[src/rtl/mmu_pkg.sv]
// Shared constants for the segmented address translation unit.
// Optional fault counter enabled by MMU_FAULT_COUNT_EN.
package mmu_pkg;

   localparam int VA_W_DEF    = 16;
   localparam int PA_W_DEF    = 32;
   localparam int NSEG_DEF    = 4;
   localparam int FAULT_CNT_W = 8;

   localparam logic CFG_FIELD_BASE  = 1'b0;
   localparam logic CFG_FIELD_LIMIT = 1'b1;

endpackage

[src/rtl/mmu_seg_regfile.sv]
// Base/limit segment register file: one write port, one
// combinational read port. Reset state is the identity map.
module mmu_seg_regfile
   import mmu_pkg::*;
#(
   parameter  int VA_W  = VA_W_DEF,
   parameter  int PA_W  = PA_W_DEF,
   parameter  int NSEG  = NSEG_DEF,
   localparam int SEG_W = $clog2(NSEG)
) (
   input  logic             clk,
   input  logic             reset,
   input  logic             we,
   input  logic [SEG_W-1:0] wsel,
   input  logic             wfield,
   input  logic [PA_W-1:0]  wdata,
   input  logic [SEG_W-1:0] rsel,
   output logic [PA_W-1:0]  rbase,
   output logic [VA_W-1:0]  rlimit
);

   logic [PA_W-1:0] base_q  [NSEG];
   logic [VA_W-1:0] limit_q [NSEG];

   always_ff @(posedge clk) begin
      if (reset) begin
         for (int i = 0; i < NSEG; i++) begin
            base_q[i]  <= '0;
            limit_q[i] <= '1;
         end
      end else if (we) begin
         if (wfield == CFG_FIELD_LIMIT)
            limit_q[wsel] <= wdata[VA_W-1:0];
         else
            base_q[wsel] <= wdata;
      end
   end

   assign rbase  = base_q[rsel];
   assign rlimit = limit_q[rsel];

endmodule

[src/rtl/mmu_seg_xlate.sv]
// Segmented VA->PA translator with one registered response stage.
// Define MMU_FAULT_COUNT_EN to add the saturating fault_cnt output.
module mmu_seg_xlate
   import mmu_pkg::*;
#(
   parameter  int VA_W  = VA_W_DEF,
   parameter  int PA_W  = PA_W_DEF,
   parameter  int NSEG  = NSEG_DEF,
   localparam int SEG_W = $clog2(NSEG)
) (
   input  logic             clk,
   input  logic             reset,
   input  logic             en,
   input  logic             req_valid,
   output logic             req_ready,
   input  logic [VA_W-1:0]  req_va,
   input  logic [SEG_W-1:0] req_seg,
   input  logic             cfg_we,
   input  logic [SEG_W-1:0] cfg_sel,
   input  logic             cfg_field,
   input  logic [PA_W-1:0]  cfg_data,
   output logic             rsp_valid,
   input  logic             rsp_ready,
   output logic [PA_W-1:0]  rsp_pa,
   output logic             rsp_fault,
   output logic             fault_sticky,
   output logic [VA_W-1:0]  fault_va,
`ifdef MMU_FAULT_COUNT_EN
   output logic [FAULT_CNT_W-1:0] fault_cnt,
`endif
   input  logic             fault_clr
);

   logic [PA_W-1:0] seg_base;
   logic [VA_W-1:0] seg_limit;
   logic [PA_W-1:0] va_z;
   logic [PA_W-1:0] xlate_pa;
   logic            accept;
   logic            va_fault;

   mmu_seg_regfile #(
      .VA_W (VA_W),
      .PA_W (PA_W),
      .NSEG (NSEG)
   ) u_regfile (
      .clk    (clk),
      .reset  (reset),
      .we     (cfg_we),
      .wsel   (cfg_sel),
      .wfield (cfg_field),
      .wdata  (cfg_data),
      .rsel   (req_seg),
      .rbase  (seg_base),
      .rlimit (seg_limit)
   );

   assign req_ready = !reset && (!rsp_valid || rsp_ready);
   assign accept    = req_valid && req_ready;
   assign va_z      = PA_W'(req_va);
   assign va_fault  = en && (req_va > seg_limit);

   // Base addition wraps silently modulo 2^PA_W.
   always_comb begin
      xlate_pa = va_z;
      unique case (1'b1)
         !en:      xlate_pa = va_z;
         va_fault: xlate_pa = '0;
         default:  xlate_pa = seg_base + va_z;
      endcase
   end

   always_ff @(posedge clk) begin
      if (reset) begin
         rsp_valid <= 1'b0;
         rsp_pa    <= '0;
         rsp_fault <= 1'b0;
      end else if (accept) begin
         rsp_valid <= 1'b1;
         rsp_pa    <= xlate_pa;
         rsp_fault <= va_fault;
      end else if (rsp_ready) begin
         rsp_valid <= 1'b0;
      end
   end

   // A fault coinciding with a clear restarts the capture.
   always_ff @(posedge clk) begin
      if (reset) begin
         fault_sticky <= 1'b0;
         fault_va     <= '0;
      end else if (accept && va_fault) begin
         fault_sticky <= 1'b1;
         if (!fault_sticky || fault_clr)
            fault_va <= req_va;
      end else if (fault_clr) begin
         fault_sticky <= 1'b0;
         fault_va     <= '0;
      end
   end

`ifdef MMU_FAULT_COUNT_EN
   always_ff @(posedge clk) begin
      if (reset) begin
         fault_cnt <= '0;
      end else if (accept && va_fault) begin
         if (fault_clr)
            fault_cnt <= FAULT_CNT_W'(1);
         else if (fault_cnt != '1)
            fault_cnt <= fault_cnt + 1'b1;
      end else if (fault_clr) begin
         fault_cnt <= '0;
      end
   end
`endif

endmodule

[config.mk]
export PLATFORM = sky130hd
export DESIGN_NAME = mmu_seg_xlate
export DESIGN_NICKNAME = d
export VERILOG_FILES = /design/src/rtl/mmu_pkg.sv /design/src/rtl/mmu_seg_regfile.sv /design/src/rtl/mmu_seg_xlate.sv
export SDC_FILE = /design/constraint.sdc
export NUM_CORES = 1
export LEC_CHECK = 0
export CAP_MARGIN = 20
export CORE_MARGIN = 2
export CORE_UTILIZATION = 62
export DETAILED_ROUTE_END_ITERATION = 8
export HOLD_SLACK_MARGIN = 0.06
export PLACE_DENSITY = 0.81
export SLEW_MARGIN = 25
export SYNTH_ARGS = -nofsm -noshare
export SYNTH_HDL_FRONTEND = slang
export SYNTH_SLANG_ARGS = --single-unit
[constraint.sdc]
create_clock -name clk -period 5.7 [get_ports clk]
set_input_delay 0.855 -clock clk [delete_from_list [all_inputs] [get_ports clk]]
set_output_delay 0.855 -clock clk [all_outputs]
set_load 0.02 [all_outputs]
==> metrics.md, run 1 <==
| Metric | Value |
|---|---|
| CP endpoint kind | `flip-flop` |
| Clk_lat worst skew | `0.53 ns` |
| Slew @ Worst Pin | `around 0.96 ns` |
| Final Util | `between 70% and 80%` |
| Worst setup SP type | `input pin` |
| CTS H-tree depth | `1` |
| HPWL after DPL | `17000 um` |
| Post-synthesis cell area | `11900 um2` |
| Relative slew slack | `a little over a third` |
| GPL Wtd Cong | `0.893` |
| Die height | `roughly 140 um` |
| Via total after detailed routing | `between 7000 and 8000` |
| Most frequent cell after synthesis | `edfxtp_1` |
| First-pass GRT wire length | `around 42000 um` |
| Via density | `just over 6` |
| Syn_area_per_cell | `13.2 um2` |
| IO Port Bufs | `about 110` |
| Max Cap Viol | `0` |
| Share of layout cells above drive strength 1 | `17.5%` |
| Worst EP arrival | `~4.3 ns` |
| Number of global-route vias before repair | `approximately 7800` |
| Num CTS Buffers | `25` |
| Root buffer cell | `clkbuf_16` |
| Antenna-violating nets left | `0` |
| Clk_skew | `around 0.016 ns` |
| Starting Density | `~63%` |
| Worst R2R Setup Slack | `roughly 2.5 ns` |
| Synth top cells by count | `edfxtp_1, and2_1, dfxtp_1` |
| Postcts setup bufs | `0` |
| GRT overflow | `0` |
| Max IR drop VDD | `around 0.00025 V` |
| Core area | `around 19000 um2` |
| Largest cells by area after synthesis | `edfxtp_1, mux4_2, dfxtp_1, and2_1, ha_1` |
| Leading area contributor after synthesis | `edfxtp_1` |
| Syn_nets | `between 900 and 1000` |
| CTS resizes | `0` |
| Most common flop cell mapped by yosys | `edfxtp_1` |
| Post-synth EDFFs | `192` |
| Reg2Reg Launch Point | `u_regfile.limit_q[2][11]` |
| CTS clock-pin slew for the worst setup and hold paths | `about 0.060 ns` |
| Min Tclk post-route | `between 3 and 4 ns` |
| Area grow syn2layout | `16.7%` |
| RSZ-0062 raised after global routing | `no` |
| Hold Crit Depth | `2` |
| Crit Path Max Fanout | `31` |
| Hold Violations, Final | `0` |
| Routed WL per cell | `between 20 and 25 um` |
| Worst Hold Class | `reg -> reg` |
| Post-Route WL | `around 26000 um` |
| Cell Chain, Critical Path | `buf_4 > buf_4 > mux4_2 > ha_1 > nand2_1 > o21ai_1 > o21ba_2 > o41ai_4 > nor3_1 > xnor2_1 > o21ai_1` |
| Cells after Synth | `~900` |
| Met3 GRT Util | `4.04%` |
| Hold Path Sink | `rsp_pa[24]` |
| Register area share after synthesis | `between 50% and 60%` |
| Outcome | `completed` |
| I/O pin count | `between 100 and 150` |
| Leak | `just under 5 nW` |
| Die X | `between 100 and 150 um` |
| Yosys cell types | `between 60 and 70` |
| Met2 Use GR | `between 40% and 50%` |
| Fraction of registers with async set/reset | `0%` |
| Required time of the critical path | `6.08 ns` |
| Cts hold-fix bufs | `0` |
| CP max-delay cell | `o41ai_4` |
| Largest net degree at the start of global routing | `50` |
| Synth top area share | `just under 50%` |
| Fin Setup TNS | `0 ns` |
| Total GRT Usage | `between 20% and 30%` |
| P per Cell Area | `a little over 300 nW/um2` |
| DRC Markers | `0` |
| Final period utilization | `just under 70%` |
| Initial antenna violation count | `0` |
| Final slew viol count | `0` |
| Final setup vio count | `0` |
| FP Rows | `50` |
| TritonCTS clock tree | `built` |
| # nets final | `about 1100` |
| Crit path largest cell delay | `about 0.6 ns` |
| Met1 global-route usage | `37.4%` |
| Hold Crit Start | `rsp_pa[24]` |
| Initial drt markers | `520` |
| Sink Count | `243` |
| 1st-pass router iterations | `5` |
| Yosys warns | `0` |
| Yosys reg bits | `243` |
| Reg2reg end | `fault_va[14]` |
| CP Class | `in -> reg` |
| Most used routing layer | `met2` |
| Reg2reg path depth | `10` |
| DIE AREA | `around 20000 um2` |
| Ant diodes | `0` |
| Fmax | `about 0.26 GHz` |
| Maximum clock path buffer count | `3` |
## final cells by class
class / count / area (um2)
repair buffers: 125 / 1210
clock buffers: 31 / 648
multi-input cells: 579 / 4730
flip-flops and latches: 243 / 6790
fillers: 1222 / 4870
inverters: 27 / 101
clock inverters: 13 / 70.1
well taps: 234 / 293
## cell families (layout without fill, tap and decap cells)
logic type,count (synthesis),in the layout,synth area share (%)
adder cells (fa/ha/maj),33,33,3.55
AND/OR/NAND/NOR,336,336,16.6
multiplexers,49,49,9.27
buffers and inverters,76,196,3.06
AO/OA/AOI/OAI,133,133,8.18
XOR/XNOR,28,28,2.07
flip-flops,243,243,57.3
## registers in the layout, indices dropped and copies added, names as in the netlist
register           flops
rsp_pa                32
fault_sticky           1
rsp_valid              1
fault_va              16
rsp_fault              1
u_regfile.limit_q     64
u_regfile.base_q     128
## worst max-delay path by stage
stage / slack, ns / depth (start not counted) / from / endpoint
floorplan: 1.66 / 13 / req_seg[0] / rsp_pa[14]
global placement: 1.31 / 11 / req_seg[0] / rsp_pa[28]
detailed placement: 1.26 / 11 / req_seg[0] / rsp_pa[26]
CTS: 1.79 / 11 / req_seg[0] / rsp_pa[26]
global route: 1.50 / 11 / req_seg[0] / rsp_pa[28]
finish: 1.83 / 11 / req_seg[0] / rsp_pa[27]
## worst max-delay path: cells and delay by family
kind / cells / cell delay (ns)
xor gates and xnor gates: 1 / 0.18
muxes: 1 / 0.55
adders and majority gates: 1 / 0.39
and+or+nand+nor: 2 / 0.28
AOI/OAI and AO/OA: 4 / 1.03
buffers and inverters: 2 / 0.95
## where the power goes
group	leakage [nW]	switching, mW	internal, mW
sequential	2.29	0.0376	2.03
combinational	2.20	0.368	0.278
clock	0.350	0.653	0.805
total	4.84	1.06	3.11
## placed cells by master, fill, tap and decap left out, types with 6 or more instances in the layout
cell / n
a22oi_2: 10
and3_1: 8
inv_1: 26
a22oi_1: 7
clkdlybuf4s50_1: 109
nand2_1: 35
edfxtp_1: 192
dfxtp_1: 51
o21ai_1: 18
nand3_1: 18
nand4_1: 12
and2_1: 130
xnor2_1: 21
o21ai_2: 9
mux4_2: 46
nor2_1: 30
a21o_1: 7
nor2_2: 10
buf_4: 15
a21oi_1: 35
o21ai_0: 11
clkbuf_16: 25
xor2_1: 7
ha_1: 32
or3_1: 34
a221oi_1: 9
or2_2: 33
clkbuf_1: 6
## per-stage QoR
stage / hold slack, ns / area [um2] / power, mW / worst slack [ns] / cells
after floorplan: 0.521 / 11900 / 2.52 / 1.66 / 898
after global placement: 0.435 / 13100 / 2.73 / 1.31 / 1208
after detailed placement: 0.439 / 13100 / 2.75 / 1.26 / 1208
after CTS: 0.447 / 13800 / 4.19 / 1.79 / 1252
after global routing: 0.455 / 13800 / 4.32 / 1.50 / 1252
final: 0.444 / 13800 / 4.17 / 1.83 / 1252
## per-layer routing
metal,wire (um),share of wire (%)
met1,11300,43
met2,12400,47
met3,1770,6.8
met4,586,2.3
met5,0,0
Note: power is estimated with default switching activity, not from simulation.
==> run 2, diff against run 1 <==
--- a/config.mk
+++ b/config.mk
@@ -7,10 +7,10 @@
 export LEC_CHECK = 0
 export CAP_MARGIN = 20
 export CORE_MARGIN = 2
-export CORE_UTILIZATION = 62
+export CORE_UTILIZATION = 52
 export DETAILED_ROUTE_END_ITERATION = 8
 export HOLD_SLACK_MARGIN = 0.06
-export PLACE_DENSITY = 0.81
+export PLACE_DENSITY = 0.72
 export SLEW_MARGIN = 25
 export SYNTH_ARGS = -nofsm -noshare
 export SYNTH_HDL_FRONTEND = slang
==> constraint.sdc (replaced) <==
create_clock -name clk -period 3.2 [get_ports clk]
set_input_delay 0.48 -clock clk [delete_from_list [all_inputs] [get_ports clk]]
set_output_delay 0.48 -clock clk [all_outputs]
set_load 0.02 [all_outputs]
==> metrics.md, run 2 (synthesis gave the netlist of run 1 again) <==
| Metric | Value |
|---|---|
| Outcome | `completed` |
| Worst EP arrival | `3.41 ns (-0.85 ns)` |
| FP Rows | `55 (+10%)` |
| # nets final | `1163 (+6.3%)` |
| Reg2reg end | `rsp_pa[14]` |
| Clk_lat worst skew | `0.52 ns (about the same)` |
| HPWL after DPL | `18500 um (+9.0%)` |
| I/O pin count | `112 (unchanged)` |
| Sink Count | `243 (unchanged)` |
| Clk_skew | `0.0105 ns (-0.00560 ns)` |
| Antenna-violating nets left | `0 (unchanged)` |
| Maximum clock path buffer count | `3 (unchanged)` |
| Share of layout cells above drive strength 1 | `23.6% (+6.2 points)` |
| Area grow syn2layout | `23.0%` |
| Post-Route WL | `26900 um (+3.5%)` |
| CTS H-tree depth | `1 (unchanged)` |
| Slew @ Worst Pin | `0.894 ns (-0.0620 ns)` |
| Final setup vio count | `0 (unchanged)` |
| Number of global-route vias before repair | `7511 (-3.5%)` |
| Worst hold margin | `0.446 ns (+0.00168 ns)` |
| Final period utilization | `between 90% and 100%` |
| Via density | `5.63 (-6.9%)` |
| Worst setup SP type | `input pin` |
| Initial drt markers | `607 (+17%)` |
| Reg with most FFs | `u_regfile.base_q` |
| Power Total | `7.65 mW (+83%)` |
| Hold Violations, Final | `0 (unchanged)` |
| Relative slew slack | `40.4% (+4.1 points)` |
| Die height | `155 um (+8.9%)` |
| Leak | `5.20 nW (+7.4%)` |
| Fmax | `around 0.33 GHz` |
| Commonest non-fill, non-tap cells in the layout | `edfxtp_1, and2_1, clkdlybuf4s50_1` |
| Largest net degree at the start of global routing | `50 (unchanged)` |
| Max reg flops | `128 (unchanged)` |
| RSZ-0062 raised after global routing | `no` |
| Crit Path Max Fanout | `16 (-48%)` |
| GRT overflow | `0 (unchanged)` |
| DIE AREA | `24000 um2 (+19%)` |
| Initial antenna violation count | `1 (+1)` |
| Total GRT Usage | `22.6% (-4.1 points)` |
| IO Port Bufs | `111 (unchanged)` |
| Hold Path Sink | `rsp_pa[23]` |
| 1st-pass router iterations | `5 (unchanged)` |
| TritonCTS clock tree | `built` |
| Hold Crit Start | `rsp_pa[23]` |
| CP endpoint kind | `flip-flop` |
| Die X | `155 um (+8.9%)` |
| Final Non-Filler Cells | `1373 (+9.7%)` |
| Num CTS Buffers | `24 (-4.0%)` |
| Most common cell after layout, fill and taps aside | `edfxtp_1` |
| Max IR drop VDD | `0.000316 V (+28%)` |
| Fin Setup TNS | `0 ns (unchanged)` |
| GPL Wtd Cong | `0.948 (+6.2%)` |
| Via total after detailed routing | `7724 (+2.1%)` |
| Worst R2R Setup Slack | `0.24 ns (-2.26 ns)` |
| First-pass GRT wire length | `42100 um (+1.2%)` |
| Worst Hold Class | `reg -> reg` |
| Routed WL per cell | `19.6 um (-5.7%)` |
| Max Cap Viol | `0 (unchanged)` |
| Starting Density | `52.7% (-11 points)` |
| DRC Markers | `0 (unchanged)` |
| Final slew viol count | `0 (unchanged)` |
| Hold Crit Depth | `2 (unchanged)` |
| Reg2Reg Launch Point | `u_regfile.base_q[0][0]` |
| Regs by FF count | `u_regfile.base_q: 128 flops, u_regfile.limit_q: 64 flops, rsp_pa: 32 flops` |
| CP Class | `in -> reg` |
| Root buffer cell | `clkbuf_16` |
| Core area | `22500 um2 (+20%)` |
| P per Cell Area | `525 nW/um2 (+74%)` |
| Required time of the critical path | `3.61 ns (-2.47 ns)` |
| Reg2reg path depth | `10 (unchanged)` |
| Placed cell count | `1329 (+10%)` |
| Min Tclk post-route | `between 2 and 3 ns` |
| CTS clock-pin slew for the worst setup and hold paths | `0.06 ns (about the same)` |
-- run 2: worst max-delay path, cell delays in order --
cell	delay [ns]
buf_4	0.28
buf_4	0.21
mux4_2	0.54
ha_1	0.35
a21o_1	0.21
a21oi_1	0.32
a21oi_1	0.13
buf_4	0.16
o41ai_4	0.19
buf_4	0.22
nor2_1	0.06
xnor2_1	0.17
o21ai_1	0.07
-- run 2: layout make-up --
class	count	area (um2)
diodes	1	2.50
clock buffers	29	641
clock inverters	14	87.6
fillers	1646	7920
inverters	27	101
multi-input cells	579	4810
flip-flops and latches	243	6790
well taps	285	357
repair buffers	195	1800
-- run 2: where the power goes --
group	total (mW)	switching, mW	internal [mW]
clock	2.64	1.15	1.49
combinational	1.32	0.695	0.628
sequential	3.69	0.0695	3.62
-- run 2: what timing repair did --
action	4_1_cts	5_1_grt
gates resized for setup	0	1
setup buffers	0	0
endpoints found under the setup margin	0	1
hold buffers	0	0
-- run 2: worst max-delay path by stage --
stage / from / endpoint / slack [ns]
floorplan: req_seg[0] / fault_va[10] / -0.13
global placement: req_seg[0] / rsp_pa[15] / -0.25
detailed placement: req_seg[0] / rsp_pa[14] / -0.31
CTS: u_regfile.base_q[0][0] / rsp_pa[14] / 0.22
global route: u_regfile.base_q[3][0] / rsp_pa[14] / 0.02
finish: req_seg[0] / rsp_pa[21] / 0.20
-- run 2: layer usage --
metal	GRT usage, %	wire length [um]
met5	0	0
met3	3.59	1980
met1	34.1	12300
met2	35.1	12200
met4	4.67	391
-- run 2: stage by stage --
step           util (%)  worst slack (ns)  instance area (um2)
2_1_floorplan         -            -0.125                12000
3_3_place_gp       61.5            -0.249                13800
3_5_place_dp       61.5            -0.310                13800
4_1_cts            64.8             0.221                14600
5_1_grt            64.8            0.0163                14600
6_report           64.8             0.201                14600
==> run 3, diff against run 2 <==
--- a/config.mk
+++ b/config.mk
@@ -7,10 +7,10 @@
 export LEC_CHECK = 0
 export CAP_MARGIN = 20
 export CORE_MARGIN = 2
-export CORE_UTILIZATION = 52
+export CORE_UTILIZATION = 34
 export DETAILED_ROUTE_END_ITERATION = 8
 export HOLD_SLACK_MARGIN = 0.06
-export PLACE_DENSITY = 0.72
+export PLACE_DENSITY = 0.5
 export SLEW_MARGIN = 25
 export SYNTH_ARGS = -nofsm -noshare
 export SYNTH_HDL_FRONTEND = slang
==> metrics.md, run 3 (synthesis gave the netlist of run 1 again) <==
| Metric | Value |
|---|---|
| First-pass GRT wire length | `47500 um (+13%)` |
| Leak | `5.29 nW (+1.6%)` |
| Slew @ Worst Pin | `0.715 ns (-0.179 ns)` |
| Via density | `4.90 (-13%)` |
| Total GRT Usage | `17.3% (-5.3 points)` |
| Reg with most FFs | `u_regfile.base_q` |
| Die X | `191 um (+23%)` |
| CTS H-tree depth | `1 (unchanged)` |
| Num CTS Buffers | `27 (+13%)` |
| Area grow syn2layout | `26.3%` |
| Met2 Use GR | `29.0% (-6.1 points)` |
| CTS resizes | `0 (unchanged)` |
| GPL Wtd Cong | `0.813 (-14%)` |
| Max IR drop VDD | `0.000355 V (+12%)` |
| Die height | `191 um (+23%)` |
| Share of layout cells above drive strength 1 | `24.2% (+0.51 points)` |
| Regs by FF count | `u_regfile.base_q: 128 flops, u_regfile.limit_q: 64 flops, rsp_pa: 32 flops` |
| Starting Density | `34.4% (-18 points)` |
| Worst hold margin | `0.446 ns (-0.000110 ns)` |
| Final period utilization | `91.4% (-2.3 points)` |
| Worst EP arrival | `3.33 ns (-0.08 ns)` |
| Commonest non-fill, non-tap cells in the layout | `edfxtp_1, and2_1, clkdlybuf4s50_1` |
| Met3 GRT Util | `2.39% (-1.2 points)` |
| Min Tclk post-route | `2.93 ns (-0.0739 ns)` |
| Outcome | `completed` |
| Initial antenna violation count | `0 (-1)` |
| Clk_lat worst skew | `0.53 ns (about the same)` |
| IO Port Bufs | `111 (unchanged)` |
| CP endpoint kind | `flip-flop` |
| CP Class | `reg -> reg` |
| Relative slew slack | `52.2% (+12 points)` |
| Worst setup SP type | `flip-flop` |
| RSZ-0062 raised after global routing | `no` |
| Routed WL per cell | `20.0 um (+1.9%)` |
| Core area | `34500 um2 (+53%)` |
| HPWL after DPL | `21700 um (+17%)` |
| Final setup vio count | `0 (unchanged)` |
| DIE AREA | `36400 um2 (+51%)` |
| Worst Hold Class | `reg -> reg` |
| Largest net degree at the start of global routing | `50 (unchanged)` |
| Number of global-route vias before repair | `7780 (+3.6%)` |
| CTS clock-pin slew for the worst setup and hold paths | `0.06 ns (about the same)` |
| Most common cell after layout, fill and taps aside | `edfxtp_1` |
| Maximum clock path buffer count | `3 (unchanged)` |
| Fmax | `0.342 GHz (+2.5%)` |
| Cts hold-fix bufs | `0 (unchanged)` |
| Postcts setup bufs | `0 (unchanged)` |
| Crit Path Max Fanout | `3 (-13)` |
| # nets final | `1174 (+0.95%)` |
| Root buffer cell | `clkbuf_16` |
| Max Cap Viol | `0 (unchanged)` |
| GRT overflow | `0 (unchanged)` |
| P per Cell Area | `526 nW/um2 (+0.26%)` |
| Clk_skew | `0.0114 ns (+0.000928 ns)` |
| Required time of the critical path | `3.60 ns (about the same)` |
| Most used routing layer | `met2` |
| Ant diodes | `0 (-1)` |
| Sink Count | `243 (unchanged)` |
| I/O pin count | `112 (unchanged)` |
| Post-Route WL | `31000 um (+15%)` |
| Final slew viol count | `0 (unchanged)` |
| Max reg flops | `128 (unchanged)` |
| Setup WS post-layout | `0.275 ns (+0.0739 ns)` |
| Fin Setup TNS | `0 ns (unchanged)` |
| DRC Markers | `0 (unchanged)` |
| Via total after detailed routing | `7610 (-1.5%)` |
| 1st-pass router iterations | `5 (unchanged)` |
| FP Rows | `68 (+24%)` |
| Power Total | `7.87 mW (+2.9%)` |
| Dpl ws | `-0.282 ns (+0.0284 ns)` |
| Hold Violations, Final | `0 (unchanged)` |
| Antenna-violating nets left | `0 (unchanged)` |
| Met1 global-route usage | `24.2% (-9.9 points)` |
| Initial drt markers | `384 (-37%)` |
| TritonCTS clock tree | `built` |
run 3: changes by cell type in the layout (fill, tap and decap cells not counted):
cell        change
clkbuf_1        +5
buf_12          +4
buf_4           +4
clkinv_1        -4
o21ai_2         -3
o21ai_4         +3
clkbuf_16       +2
clkinv_2        +2
clkinvlp_2      -2
clkinvlp_4      -1
diode_2         -1
o2bb2ai_1       +1
o2bb2ai_2       -1
run 3: worst paths after layout:
| path | startpoint | endpoint | slack [ns] | cells past startpoint |
|---|---|---|---|---|
| setup / recovery | u_regfile.base_q[3][0] | rsp_pa[14] | 0.27 | 10 |
| hold / removal | rsp_pa[29] | rsp_pa[29] | 0.45 | 2 |
| setup reg to reg | u_regfile.base_q[3][0] | rsp_pa[14] | 0.27 | 10 |
| hold reg to reg | rsp_pa[29] | rsp_pa[29] | 0.45 | 2 |
run 3: cell type report:
| class | instances | area, um2 |
|---|---|---|
| fill | 3183 | 19500 |
| sequential | 243 | 6790 |
| multi-input combinational | 579 | 4830 |
| timing repair buffer | 203 | 1910 |
| clock buffer | 36 | 709 |
| tap | 455 | 569 |
| inverter | 27 | 101 |
| clock inverter | 9 | 65.1 |
run 3: report_power, final:
part           internal (mW)  total, mW  switching [mW]  leakage, nW
registers               3.62       3.68          0.0623         2.29
clock network           1.62       2.82            1.20        0.379
logic                  0.641       1.38           0.735         2.62
total                   5.87       7.87            2.00         5.29
run 3: per-layer routing:
| metal | wire, um | up-vias | part of all wire, % |
|---|---|---|---|
| met4 | 367 | 0 | 1.2 |
| met5 | 0 | - | 0 |
| met2 | 15000 | 123 | 48 |
| met3 | 1100 | 25 | 3.5 |
| li1 | - | 3709 | - |
| met1 | 14600 | 3753 | 47 |
run 3: per-stage QoR:
step	area, um2	cells	utilization [%]
6_report	15000	1552	43.4
4_1_cts	15000	1552	43.4
2_1_floorplan	12000	898	-
3_3_place_gp	14200	1507	41.2
5_1_grt	15000	1552	43.4
3_5_place_dp	14200	1507	41.2
run 3: worst max-delay path, stage by stage, from the launching register on:
cell      delay (ns)
edfxtp_1        0.36
mux4_2          0.49
ha_1            0.22
fa_2            0.36
a21oi_2         0.15
o211ai_1        0.17
a211oi_2        0.40
nor2_1          0.11
xor2_1          0.16
a221oi_1        0.32
nor2_1          0.06
